<file path="config.mk">
export PLATFORM = sky130hd
export DESIGN_NAME = cacheline_arbiter_flat
export DESIGN_NICKNAME = d
export VERILOG_FILES = /design/src/rtl/cacheline_arbiter_pkg.sv /design/src/rtl/cacheline_arbiter_if.sv /design/src/rtl/cacheline_arbiter_rr_pick2.sv /design/src/rtl/cacheline_arbiter.sv /design/src/flat_wrapper.sv
export SDC_FILE = /design/constraint.sdc
export NUM_CORES = 1
export LEC_CHECK = 0
export ABC_AREA = 1
export CORE_AREA = 2 2 547 549
export DETAILED_ROUTE_END_ITERATION = 6
export DIE_AREA = 0 0 549 551
export GPL_TIMING_DRIVEN = 0
export MAX_ROUTING_LAYER = met4
export SLEW_MARGIN = 5
export SYNTH_ARGS = -nofsm -noshare
export SYNTH_HDL_FRONTEND = slang
export SYNTH_SLANG_ARGS = --single-unit
</file>
<file path="constraint.sdc">
create_clock -name clk -period 2.3 [get_ports clk]
set_input_delay 0.46 -clock clk [delete_from_list [all_inputs] [get_ports clk]]
set_output_delay 0.46 -clock clk [all_outputs]
set_load 0.005 [all_outputs]
</file>
<file path="src/rtl/cacheline_arbiter_pkg.sv">
// Shared types for the cacheline arbiter: FSM states, latched memory op and grant identity.
package arbiter_types;

  typedef enum logic [1:0] {
    IDLE,
    BUSY_I,
    BUSY_D
  } arb_state_t;

  typedef enum logic {
    OP_READ,
    OP_WRITE
  } arb_op_t;

  // Encoding matters: 0 = I-cache, 1 = D-cache, matching the last_grant bit.
  typedef enum logic {
    GRANT_I,
    GRANT_D
  } grant_t;

  // Bit positions in the two-entry request/grant vectors.
  localparam int unsigned REQ_I = 0;
  localparam int unsigned REQ_D = 1;

  // A D-cache request with both strobes high is treated as a write.
  function automatic arb_op_t d_op(input logic rd, input logic wr);
    arb_op_t op;
    op = OP_READ;
    if (wr) begin
      op = OP_WRITE;
    end else if (rd) begin
      op = OP_READ;
    end
    return op;
  endfunction

endpackage

</file>
<file path="src/rtl/cacheline_arbiter_if.sv">
// Bundle of the I-cache, D-cache and physical-memory cacheline ports around the arbiter.
interface cacheline_arbiter_if #(
  parameter int unsigned ADDR_W = 32,
  parameter int unsigned LINE_W = 256
);

  // I-cache client (read only)
  logic              i_read;
  logic [ADDR_W-1:0] i_address;
  logic [LINE_W-1:0] i_rdata;
  logic              i_resp;

  // D-cache client (read / write)
  logic              d_read;
  logic              d_write;
  logic [ADDR_W-1:0] d_address;
  logic [LINE_W-1:0] d_wdata;
  logic [LINE_W-1:0] d_rdata;
  logic              d_resp;

  // Shared physical-memory port
  logic              pmem_read;
  logic              pmem_write;
  logic [ADDR_W-1:0] pmem_address;
  logic [LINE_W-1:0] pmem_wdata;
  logic [LINE_W-1:0] pmem_rdata;
  logic              pmem_resp;

  // Arbiter side.
  modport master (
    input  i_read,
    input  i_address,
    output i_rdata,
    output i_resp,
    input  d_read,
    input  d_write,
    input  d_address,
    input  d_wdata,
    output d_rdata,
    output d_resp,
    output pmem_read,
    output pmem_write,
    output pmem_address,
    output pmem_wdata,
    input  pmem_rdata,
    input  pmem_resp
  );

  // Environment side: the two caches plus memory.
  modport slave (
    output i_read,
    output i_address,
    input  i_rdata,
    input  i_resp,
    output d_read,
    output d_write,
    output d_address,
    output d_wdata,
    input  d_rdata,
    input  d_resp,
    input  pmem_read,
    input  pmem_write,
    input  pmem_address,
    input  pmem_wdata,
    output pmem_rdata,
    output pmem_resp
  );

endinterface

</file>
<file path="src/rtl/cacheline_arbiter_rr_pick2.sv">
// Combinational two-way round-robin picker: on a tie, grants the requester that did not win last.
module rr_pick2
  import arbiter_types::*;
(
  input  logic [1:0] req,
  input  grant_t     last,
  output logic [1:0] gnt,
  output logic       valid
);

  // One-hot grant selection; a tie goes to the client opposite the previous winner.
  always_comb begin
    gnt   = 2'b00;
    valid = |req;
    unique case (req)
      2'b01:   gnt = 2'b01;
      2'b10:   gnt = 2'b10;
      2'b11:   gnt = (last == GRANT_D) ? 2'b01 : 2'b10;
      default: gnt = 2'b00;
    endcase
  end

endmodule

</file>
<file path="src/rtl/cacheline_arbiter.sv">
// Shares one cacheline memory port between the I-cache and D-cache. One client is granted at a
// time; its request is latched and driven to memory until pmem_resp, which is routed straight
// back to that client in the same cycle. A mandatory IDLE cycle separates consecutive grants.
module cacheline_arbiter
  import arbiter_types::*;
#(
  parameter int unsigned ADDR_W = 32,
  parameter int unsigned LINE_W = 256
) (
  input logic               clk,
  input logic               rst,
  cacheline_arbiter_if.master bus
);

  arb_state_t        state_q, state_d;
  grant_t            last_q, last_d;
  arb_op_t           op_q, op_d;
  logic [ADDR_W-1:0] addr_q, addr_d;
  logic [LINE_W-1:0] wdata_q, wdata_d;

  logic [1:0] req;
  logic [1:0] gnt;
  logic       gnt_valid;
  logic       busy;

  // Pending requests are only sampled in IDLE, so changes during another grant are ignored.
  assign req[REQ_I] = bus.i_read;
  assign req[REQ_D] = bus.d_read | bus.d_write;

  rr_pick2 u_pick (
    .req   (req),
    .last  (last_q),
    .gnt   (gnt),
    .valid (gnt_valid)
  );

  // State and latched-request registers; synchronous active-high reset.
  always_ff @(posedge clk) begin
    if (rst) begin
      state_q <= IDLE;
      last_q  <= GRANT_D;  // I wins the first tie after reset
      op_q    <= OP_READ;
      addr_q  <= '0;
      wdata_q <= '0;
    end else begin
      state_q <= state_d;
      last_q  <= last_d;
      op_q    <= op_d;
      addr_q  <= addr_d;
      wdata_q <= wdata_d;
    end
  end

  // Next-state: grant and latch in IDLE, release on pmem_resp in either busy state.
  always_comb begin
    state_d = state_q;
    last_d  = last_q;
    op_d    = op_q;
    addr_d  = addr_q;
    wdata_d = wdata_q;
    unique case (state_q)
      IDLE: begin
        if (gnt_valid) begin
          if (gnt[REQ_I]) begin
            state_d = BUSY_I;
            op_d    = OP_READ;
            addr_d  = bus.i_address;
            wdata_d = '0;
          end else begin
            state_d = BUSY_D;
            op_d    = d_op(bus.d_read, bus.d_write);
            addr_d  = bus.d_address;
            wdata_d = bus.d_wdata;
          end
        end
      end
      BUSY_I: begin
        if (bus.pmem_resp) begin
          state_d = IDLE;
          last_d  = GRANT_I;
        end
      end
      BUSY_D: begin
        if (bus.pmem_resp) begin
          state_d = IDLE;
          last_d  = GRANT_D;
        end
      end
      default: state_d = IDLE;
    endcase
  end

  assign busy = (state_q != IDLE);

  // Memory-side outputs come only from latched registers, so they are stable for the grant.
  // A single latched op guarantees read and write are never asserted together.
  always_comb begin
    bus.pmem_read    = 1'b0;
    bus.pmem_write   = 1'b0;
    bus.pmem_address = '0;
    bus.pmem_wdata   = '0;
    if (busy) begin
      bus.pmem_read    = (op_q == OP_READ);
      bus.pmem_write   = (op_q == OP_WRITE);
      bus.pmem_address = addr_q;
      bus.pmem_wdata   = wdata_q;
    end
  end

  // Response routing: only the granted client sees resp; rdata is zero whenever resp is low.
  // pmem_resp in IDLE falls through both branches and is dropped.
  always_comb begin
    bus.i_resp  = 1'b0;
    bus.i_rdata = '0;
    bus.d_resp  = 1'b0;
    bus.d_rdata = '0;
    if (bus.pmem_resp) begin
      if (state_q == BUSY_I) begin
        bus.i_resp  = 1'b1;
        bus.i_rdata = bus.pmem_rdata;
      end else if (state_q == BUSY_D) begin
        bus.d_resp  = 1'b1;
        bus.d_rdata = bus.pmem_rdata;
      end
    end
  end

endmodule

</file>
<file path="src/flat_wrapper.sv">
// flat-port wrapper written by rule: the top's interface ports become plain ports
module cacheline_arbiter_flat import arbiter_types::*;
#(
  parameter int unsigned ADDR_W = 32,
  parameter int unsigned LINE_W = 256
)
  (clk, rst, bus_i_read, bus_i_address, bus_i_rdata, bus_i_resp, bus_d_read, bus_d_write, bus_d_address, bus_d_wdata, bus_d_rdata, bus_d_resp, bus_pmem_read, bus_pmem_write, bus_pmem_address, bus_pmem_wdata, bus_pmem_rdata, bus_pmem_resp);
  cacheline_arbiter_if #(.ADDR_W(ADDR_W), .LINE_W(LINE_W)) bus_i ();
  input logic clk;
  input logic rst;
  input wire logic [$bits(bus_i.i_read)-1:0] bus_i_read;
  input wire logic [$bits(bus_i.i_address)-1:0] bus_i_address;
  output wire logic [$bits(bus_i.i_rdata)-1:0] bus_i_rdata;
  output wire logic [$bits(bus_i.i_resp)-1:0] bus_i_resp;
  input wire logic [$bits(bus_i.d_read)-1:0] bus_d_read;
  input wire logic [$bits(bus_i.d_write)-1:0] bus_d_write;
  input wire logic [$bits(bus_i.d_address)-1:0] bus_d_address;
  input wire logic [$bits(bus_i.d_wdata)-1:0] bus_d_wdata;
  output wire logic [$bits(bus_i.d_rdata)-1:0] bus_d_rdata;
  output wire logic [$bits(bus_i.d_resp)-1:0] bus_d_resp;
  output wire logic [$bits(bus_i.pmem_read)-1:0] bus_pmem_read;
  output wire logic [$bits(bus_i.pmem_write)-1:0] bus_pmem_write;
  output wire logic [$bits(bus_i.pmem_address)-1:0] bus_pmem_address;
  output wire logic [$bits(bus_i.pmem_wdata)-1:0] bus_pmem_wdata;
  input wire logic [$bits(bus_i.pmem_rdata)-1:0] bus_pmem_rdata;
  input wire logic [$bits(bus_i.pmem_resp)-1:0] bus_pmem_resp;
  assign bus_i.i_read = bus_i_read;
  assign bus_i.i_address = bus_i_address;
  assign bus_i_rdata = bus_i.i_rdata;
  assign bus_i_resp = bus_i.i_resp;
  assign bus_i.d_read = bus_d_read;
  assign bus_i.d_write = bus_d_write;
  assign bus_i.d_address = bus_d_address;
  assign bus_i.d_wdata = bus_d_wdata;
  assign bus_d_rdata = bus_i.d_rdata;
  assign bus_d_resp = bus_i.d_resp;
  assign bus_pmem_read = bus_i.pmem_read;
  assign bus_pmem_write = bus_i.pmem_write;
  assign bus_pmem_address = bus_i.pmem_address;
  assign bus_pmem_wdata = bus_i.pmem_wdata;
  assign bus_i.pmem_rdata = bus_pmem_rdata;
  assign bus_i.pmem_resp = bus_pmem_resp;
  cacheline_arbiter #(.ADDR_W(ADDR_W), .LINE_W(LINE_W)) u_core (.clk(clk), .rst(rst), .bus(bus_i));
endmodule
</file>
==> results.rst, run 1 <==
.. list-table::
   :header-rows: 1

   * - Metric
     - Value
   * - Outcome
     - complete, but fails checks
   * - Failing checks
     - negative setup slack
   * - Horiz. Die Dim
     - 549 um
   * - Warnings from Yosys
     - 0
   * - Detailed placer's ending HPWL
     - 232,100 um
   * - Routability cong.
     - 0.9987
   * - CTS sink count
     - 292
   * - Worst Path Required
     - 1840 ps
   * - Crit path capture type
     - primary output
   * - Number of library cell types mapped by synthesis
     - 20
   * - Main combinational cell family by area after synthesis
     - simple AND/OR/NAND/NOR gates
   * - XOR/XNOR Fraction of Synth Area
     - 0
   * - Buffers on Ports
     - 1,383
   * - Fin worst setup slack
     - -807.4 ps
   * - Clock latency on the worst-skew pair
     - 620 ps
   * - CTS tree
     - done
   * - Leading area contributor after synthesis
     - sky130_fd_sc_hd__dfxtp_1
   * - Worst hold margin
     - 403.7 ps
   * - Mux contribution to synthesized area
     - 0
   * - Final setup skew
     - 53.96 ps
   * - Simple-gate portion of the synthesized area
     - 0.2784
   * - Number of rows created at floorplan
     - 200
   * - Post-Synth Adder-Cell Area
     - 0.003024
   * - Area grow syn2layout
     - 135.2%
   * - Max Fanout on Critical Path
     - 7
   * - Maximum operating frequency
     - 321.8 MHz
   * - Syn_nets
     - 3,445
   * - Placeable Area
     - 296,300 um^2
   * - Leakage power
     - 16.98 nW
   * - Clock buffer depth
     - 3
   * - Final Core Density
     - 0.1314
   * - Overall die height
     - 551 um
   * - Depth of the worst register-to-register path
     - 9
   * - Global routing usage summed across all routing layers
     - 0.1684
   * - Startpoint types
     - flip-flop
   * - Cell area after technology mapping
     - 16,550 um^2
   * - Share of final-layout standard cells stronger than drive strength 1
     - 0.1853
   * - Slew at the pin closest to its max-slew limit
     - 996.3 ps
   * - Avg Inst Size Synth
     - 5.789 um^2
   * - Per-cell via count in the routed design
     - 3.021
   * - Cell types occupying the most area after synthesis
     - sky130_fd_sc_hd__dfxtp_1, sky130_fd_sc_hd__nor2_1, sky130_fd_sc_hd__inv_1
   * - Fraction of post-synthesis cell area in the top cell type by area
     - 0.3532
   * - Share of the synthesized area in compound gates (AO/OA/AOI/OAI)
     - 0.1669
   * - Start-to-end type of the worst setup path
     - flip-flop to primary output
   * - Seq cells post-synth
     - 292
   * - Area of all placed cells without fillers
     - 38,930 um^2
   * - Leftover overflow at the end of global routing
     - 0
   * - Min-Delay Path Class
     - input port to flip-flop
   * - Initial standard-cell utilization of the core
     - 0.05586
   * - Hold Startpoint
     - bus_i_read
   * - Count of TritonRoute iterations in the first routing pass
     - 6
   * - Flop-to-flop setup slack
     - -330 ps
   * - Worst-case vdd ir drop
     - 567.7 uV
   * - Routed wire length
     - 260,300 um
   * - Vias in the first global route
     - 24.29k
   * - # Max-Cap Violations
     - 0
   * - Maximum number of pins on one net before global-route repair
     - 14
   * - Period Utilization, post-route
     - 1.351
   * - # hold bufs at CTS
     - 0
   * - Clock Pin Slew Worst Setup and Hold Paths
     - 60 ps
   * - Number of antenna violations at the first check in global routing
     - 115
   * - Min cycle time layout
     - 3107 ps
   * - Final Slew Violations
     - 0
   * - Post-synthesis sequential area ratio
     - 0.3532
   * - Power density relative to cell area
     - 679.2 nW/um^2
   * - Summed negative setup slack over all endpoints
     - -444,680 ps
   * - Critical-path cell list
     - ha_2, or2_4, clkbuf_16, buf_8, buf_4, nor2_1, dlygate4sd2_1
   * - Cell at the root of the clock tree
     - sky130_fd_sc_hd__clkbuf_16
   * - Post-Place Cell Area
     - 35,330 um^2
   * - Number of nets at the end of the flow
     - 4,954
   * - Crit path arrival time
     - 2650 ps
   * - CP max stage cell
     - sky130_fd_sc_hd__dfxtp_4
   * - Total number of H-tree levels
     - 2
   * - Wire length of the first global-routing pass
     - 307,500 um
   * - Number of remaining DRC errors
     - 0
   * - Number of failing hold endpoints at the final stage
     - 0
   * - Endpoint with the worst hold slack
     - u_core.addr_q[23]$_SDFFE_PP0P_
   * - Number of nets with antenna violations after routing
     - 0
   * - Crit-path max cell delay
     - 370 ps
   * - R2r endpoint
     - u_core.addr_q[13]$_SDFFE_PP0P_
   * - Count of endpoints failing setup in the final report
     - 836
   * - Clock buffers created by TritonCTS
     - 37
   * - Die Footprint
     - 302,500 um^2
   * - Unrepaired setup endpoints after global routing
     - yes
   * - RR Startpoint
     - u_core.state_q[0]$_SDFFE_PP0P_
   * - First-iteration detailed-routing DRC count
     - 2,051
   * - Detailed-route via count
     - 25.34k
   * - Depth of the worst hold-timing path
     - 5
   * - Number of instances in the synthesized netlist
     - 2,859
   * - Worst slew margin relative to its limit
     - 0.3358
   * - Top-level port count
     - 1,386
   * - Post-detailed-route wirelength per cell
     - 31.03 um
-- critical path: cells and delay by family (launching register included) --
kind                     cells  cell delay (ps)
AND/OR/NAND/NOR              2              460
adder cells (fa/ha/maj)      1              230
buffers and inverters        4              880
flip-flops                   1              370
-- how the worst max path moves through the flow --
stage	end	slack, ps	start	cells past startpoint
after floorplan	bus_pmem_wdata[246]	460	u_core.state_q[0]$_SDFFE_PP0P_	6
after global placement	bus_d_rdata[139]	-2730	bus_pmem_resp	8
after detailed placement	bus_d_rdata[139]	-2100	bus_pmem_resp	8
after CTS	bus_d_rdata[197]	-980	u_core.state_q[0]$_SDFFE_PP0P_	8
after global routing	bus_d_rdata[225]	-900	u_core.state_q[0]$_SDFFE_PP0P_	8
final	bus_d_rdata[208]	-810	u_core.state_q[0]$_SDFFE_PP0P_	7
-- layer usage --
layer / routed length, um / global-route usage / vias up
li1: - / - / 11570
met1: 91870 / 0.1673 / 11860
met2: 119900 / 0.2673 / 1573
met3: 37600 / 0.09951 / 350
met4: 10900 / 0.06996 / 0
met5: 0 / - / -
-- cell usage in the layout, fill, tap and decap left out, types with 32 or more instances in the layout --
master,count
sky130_fd_sc_hd__buf_4,118
sky130_fd_sc_hd__clkdlybuf4s15_2,32
sky130_fd_sc_hd__buf_2,136
sky130_fd_sc_hd__nor2_4,101
sky130_fd_sc_hd__clkbuf_1,62
sky130_fd_sc_hd__nor2_2,66
sky130_fd_sc_hd__diode_2,57
sky130_fd_sc_hd__clkbuf_16,66
sky130_fd_sc_hd__clkbuf_2,76
sky130_fd_sc_hd__nand2_1,74
sky130_fd_sc_hd__nor2_1,893
sky130_fd_sc_hd__inv_1,582
sky130_fd_sc_hd__o21ai_0,240
sky130_fd_sc_hd__nand3_1,63
sky130_fd_sc_hd__a21oi_1,291
sky130_fd_sc_hd__dfxtp_1,290
sky130_fd_sc_hd__dlygate4sd2_1,135
sky130_fd_sc_hd__buf_6,111
sky130_fd_sc_hd__clkdlybuf4s50_1,898
-- logic make-up after synthesis --
logic type,count (synthesis)
fa+ha+maj,4
buf+inv,810
flops,292
simple gates,1204
compound gates,549
-- synthesized netlist by cell type, drive strengths merged --
library cell / n
or2: 1
o21ai: 257
nand3: 66
a21oi: 291
nand4: 1
o211ai: 1
buf: 102
clkbuf: 122
ha: 4
inv: 586
dfxtp: 292
nand2: 76
nor2: 1060
-- through the flow --
stage / setup slack (ps) / total power, mW / instances
after floorplan: 464.3 / 10.46 / 2859
after global placement: -2729 / 18.38 / 8181
after detailed placement: -2098 / 18.32 / 8181
after CTS: -976.2 / 26.34 / 8305
after global routing: -898.9 / 27.84 / 8381
final: -807.4 / 26.44 / 8388
-- where the power goes --
| group | internal [mW] | switching, mW | total [mW] |
|---|---|---|---|
| clock | 3.63 | 2.63 | 6.26 |
| sequential | 6.06 | 0.562 | 6.62 |
| combinational | 5.28 | 8.28 | 13.6 |
| total | 15.0 | 11.5 | 26.4 |
-- cell type report --
type	instances	area, um^2
timing repair buffer	1472	14220
multi-input combinational	1757	8421
clock buffer	51	1081
fill	34470	257400
buffer	222	1912
tap	3939	4928
antenna	57	142.6
inverter	586	2218
clock inverter	12	156.4
sequential	292	5851
-- registers in the layout, summed over array words and instances, names as in the netlist --
signal          count
u_core.addr_q      32
u_core.last_q       1
u_core.wdata_q    256
u_core.state_q      2
u_core.op_q         1
-- repair_timing --
item,in CTS,in global routing
endpoints found under the hold margin,0,0
pin swaps,71,11
buffers inserted,50,24
gates cloned,13,2
endpoints found under the setup margin,1095,950
gates resized for setup,1509,684
(Power assumes the default switching activity.)
==> run 2: changes to the inputs <==
--- a/config.mk
+++ b/config.mk
@@ -7,7 +7,7 @@
 export LEC_CHECK = 0
 export ABC_AREA = 1
-export CORE_AREA = 2 2 547 549
+export CORE_AREA = 2 2 545 547
 export DETAILED_ROUTE_END_ITERATION = 6
-export DIE_AREA = 0 0 549 551
+export DIE_AREA = 0 0 547 549
 export GPL_TIMING_DRIVEN = 0
 export MAX_ROUTING_LAYER = met4
@@ -15,3 +15,4 @@
 export SYNTH_ARGS = -nofsm -noshare
 export SYNTH_HDL_FRONTEND = slang
+export SYNTH_HIERARCHICAL = 1
 export SYNTH_SLANG_ARGS = --single-unit
==> constraint.sdc (replaced) <==
create_clock -name clk -period 2.3 [get_ports clk]
set_input_delay 0.46 -clock clk [delete_from_list [all_inputs] [get_ports clk]]
set_output_delay 0.46 -clock clk [all_outputs]
set_load 0.1 [all_outputs]
==> results.rst, run 2 <==
.. list-table::
   :header-rows: 1

   * - Metric
     - Value
   * - Worst-case vdd ir drop
     - 507.2 uV
   * - Share of total power in the clock network
     - 0.230
   * - Crit path capture type
     - primary output
   * - Share of total power in combinational logic
     - 0.551
   * - Area grow syn2layout
     - 175.0%
   * - Depth of the worst hold-timing path
     - 3
   * - Max Fanout on Critical Path
     - 10
   * - Clock Pin Slew Worst Setup and Hold Paths
     - 70 ps
   * - RR Startpoint
     - u_core/state_q[1]$_SDFFE_PP0P_
   * - Leftover overflow at the end of global routing
     - 0
   * - Post-placement worst setup slack
     - -2975 ps
   * - CTS sink count
     - 292
   * - Clock buffers created by TritonCTS
     - 38
   * - Number of antenna violations at the first check in global routing
     - 154
   * - Regs by FF count
     - u_core/wdata_q: 256 flops, u_core/addr_q: 32 flops, u_core/state_q: 2 flops
   * - Worst hold margin
     - 350.2 ps
   * - Count of endpoints failing setup in the final report
     - 971
   * - Top Layer Used
     - met4
   * - Clock buffer depth
     - 3
   * - Global routing usage summed across all routing layers
     - 0.1712
   * - Count of TritonRoute iterations in the first routing pass
     - 5
   * - Top-level port count
     - 1,386
   * - Min cycle time layout
     - 2961 ps
   * - Cell at the root of the clock tree
     - sky130_fd_sc_hd__clkbuf_16
   * - First-iteration detailed-routing DRC count
     - 1,695
   * - Routed wire length
     - 261,000 um
   * - Die Footprint
     - 300,300 um^2
   * - Fin worst setup slack
     - -661.1 ps
   * - Number of flip-flops under the largest register name
     - 256
   * - Switching power share of the total
     - 0.5230
   * - Met2 wire length
     - 126,500 um
   * - Worst slew margin relative to its limit
     - 0.2878
   * - Min-Delay Path Class
     - input port to flip-flop
   * - Switching power
     - 14.05 mW
   * - Start-to-end type of the worst setup path
     - input port to primary output
   * - Final Slew Violations
     - 0
   * - # hold bufs at CTS
     - 0
   * - Detailed-route via count
     - 24.81k
   * - Warnings from Yosys
     - 6
   * - Cell internal pwr
     - 12.81 mW
   * - R2r endpoint
     - u_core/wdata_q[52]$_SDFFE_PP0P_
   * - Worst Path Required
     - 1840 ps
   * - Routability cong.
     - 1.039
   * - Relative contribution of sequential cells to total power
     - 0.219
   * - Final setup skew
     - 62.47 ps
   * - Vias in the first global route
     - 23.85k
   * - CTS tree
     - done
   * - Maximum operating frequency
     - 337.7 MHz
   * - Horiz. Die Dim
     - 547 um
   * - Crit path arrival time
     - 2500 ps
   * - Placeable Area
     - 295,000 um^2
   * - Buffers on Ports
     - 1,384
   * - Depth of the worst register-to-register path
     - 8
   * - Slew at the pin closest to its max-slew limit
     - 1068 ps
   * - Initial standard-cell utilization of the core
     - 0.05403
   * - DR WL met3
     - 38,200 um
   * - Endpoint with the worst hold slack
     - u_core/wdata_q[29]$_SDFFE_PP0P_
   * - Most flops, register
     - u_core/wdata_q
   * - Top library cells by usage in the layout, fill and taps aside
     - sky130_fd_sc_hd__nand2_1, sky130_fd_sc_hd__inv_1, sky130_fd_sc_hd__clkdlybuf4s50_1
   * - Routed length on met1
     - 84,390 um
   * - Share of final-layout standard cells stronger than drive strength 1
     - 0.4010
   * - Number of nets with antenna violations after routing
     - 0
   * - Outcome
     - complete, but fails checks
   * - Period Utilization, post-route
     - 1.287
   * - Hold Startpoint
     - bus_d_wdata[29]
   * - Number of failing hold endpoints at the final stage
     - 0
   * - Power density relative to cell area
     - 612.9 nW/um^2
   * - Overall die height
     - 549 um
   * - Cell area after technology mapping
     - 15,940 um^2
   * - Unrepaired setup endpoints after global routing
     - yes
   * - Wire length of the first global-routing pass
     - 310,900 um
   * - Detailed placer's ending HPWL
     - 235,000 um
   * - Startpoint types
     - input port
   * - Maximum number of pins on one net before global-route repair
     - 13
   * - Number of remaining DRC errors
     - 0
   * - Per-cell via count in the routed design
     - 2.981
   * - Number of rows created at floorplan
     - 200
   * - Failing checks
     - negative setup slack
   * - Avg Inst Size Synth
     - 5.629 um^2
   * - Summed negative setup slack over all endpoints
     - -429,970 ps
   * - Total number of H-tree levels
     - 2
   * - Most common library cell in the layout ignoring fill and taps
     - sky130_fd_sc_hd__nand2_1
   * - Flop-to-flop setup slack
     - -260 ps
   * - Leakage power
     - 16.65 nW
   * - Syn_nets
     - 3,419
   * - Clock latency on the worst-skew pair
     - 660 ps
   * - Number of instances in the synthesized netlist
     - 2,832
   * - Number of nets at the end of the flow
     - 4,862
   * - Post-detailed-route wirelength per cell
     - 31.36 um
   * - # Max-Cap Violations
     - 0
==> run 2: power groups by stage <==
stage	clock network (mW)	logic (mW)	registers (mW)
after global placement	0	13.5	5.98
after detailed placement	0	13.4	5.98
after floorplan	0	8.33	5.89
final	6.19	14.8	5.89
after global routing	6.54	15.4	5.94
after CTS	6.44	14.2	5.88
==> run 2: critical path, cell delays in order <==
cell and delay, ps:
sky130_fd_sc_hd__clkdlybuf4s50_1 680, sky130_fd_sc_hd__nand2_2 90, sky130_fd_sc_hd__or2_4 300, sky130_fd_sc_hd__buf_12 170, sky130_fd_sc_hd__clkbuf_16 190, sky130_fd_sc_hd__buf_12 180
sky130_fd_sc_hd__nor2_1 140, sky130_fd_sc_hd__buf_6 250
==> run 2: per-stage QoR <==
step                      utilization  area, um^2  power, mW  std cells
final                          0.1486       43830      26.87       8323
after global routing           0.1485       43810      27.91       8315
after CTS                      0.1369       40380      26.52       8234
after detailed placement       0.1269       37450      19.38       8155
after global placement         0.1279       37740      19.45       8155
after floorplan                     -       18960      14.21       2832
==> run 2: area by class of cell <==
class	count	area, um^2
Fill cell	33550	251200
Sequential cell	292	5853
Antenna cell	80	200.2
Timing Repair Buffer	1404	15970
Multi-Input combinational cell	1763	11690
Inverter	586	2210
Clock inverter	21	182.7
Buffer	190	1769
Clock buffer	48	1039
Tap cell	3939	4928
==> run 2: worst max-delay path by stage <==
stage / startpoint / end / slack (ps) / depth (start not counted)
finish: bus_pmem_resp / bus_d_rdata[48] / -660 / 8
global route: u_core/state_q[1]$_SDFFE_PP0P_ / bus_d_rdata[151] / -730 / 8
CTS: u_core/state_q[0]$_SDFFE_PP0P_ / bus_pmem_wdata[233] / -730 / 6
detailed placement: bus_pmem_resp / bus_i_rdata[54] / -2970 / 6
global placement: bus_pmem_resp / bus_i_resp / -3290 / 6
floorplan: u_core/state_q[1]$_SDFFE_PP0P_ / bus_d_rdata[105] / -680 / 7
==> run 2: routing by layer <==
| metal | vias up | track usage |
|---|---|---|
| li1 | 11170 | - |
| met1 | 11720 | 0.1589 |
| met2 | 1596 | 0.2871 |
| met3 | 331 | 0.1038 |
| met4 | 0 | 0.06321 |
| met5 | - | - |
==> run 2: what timing repair did <==
item | 4_1_cts | 5_1_grt
endpoints found under the setup margin | 1095 | 1095
resized for setup | 5383 | 839
gates cloned | 4 | 1
setup buffers | 7 | 8
hold endpoints to repair | 0 | 0
pin swaps | 6 | 6
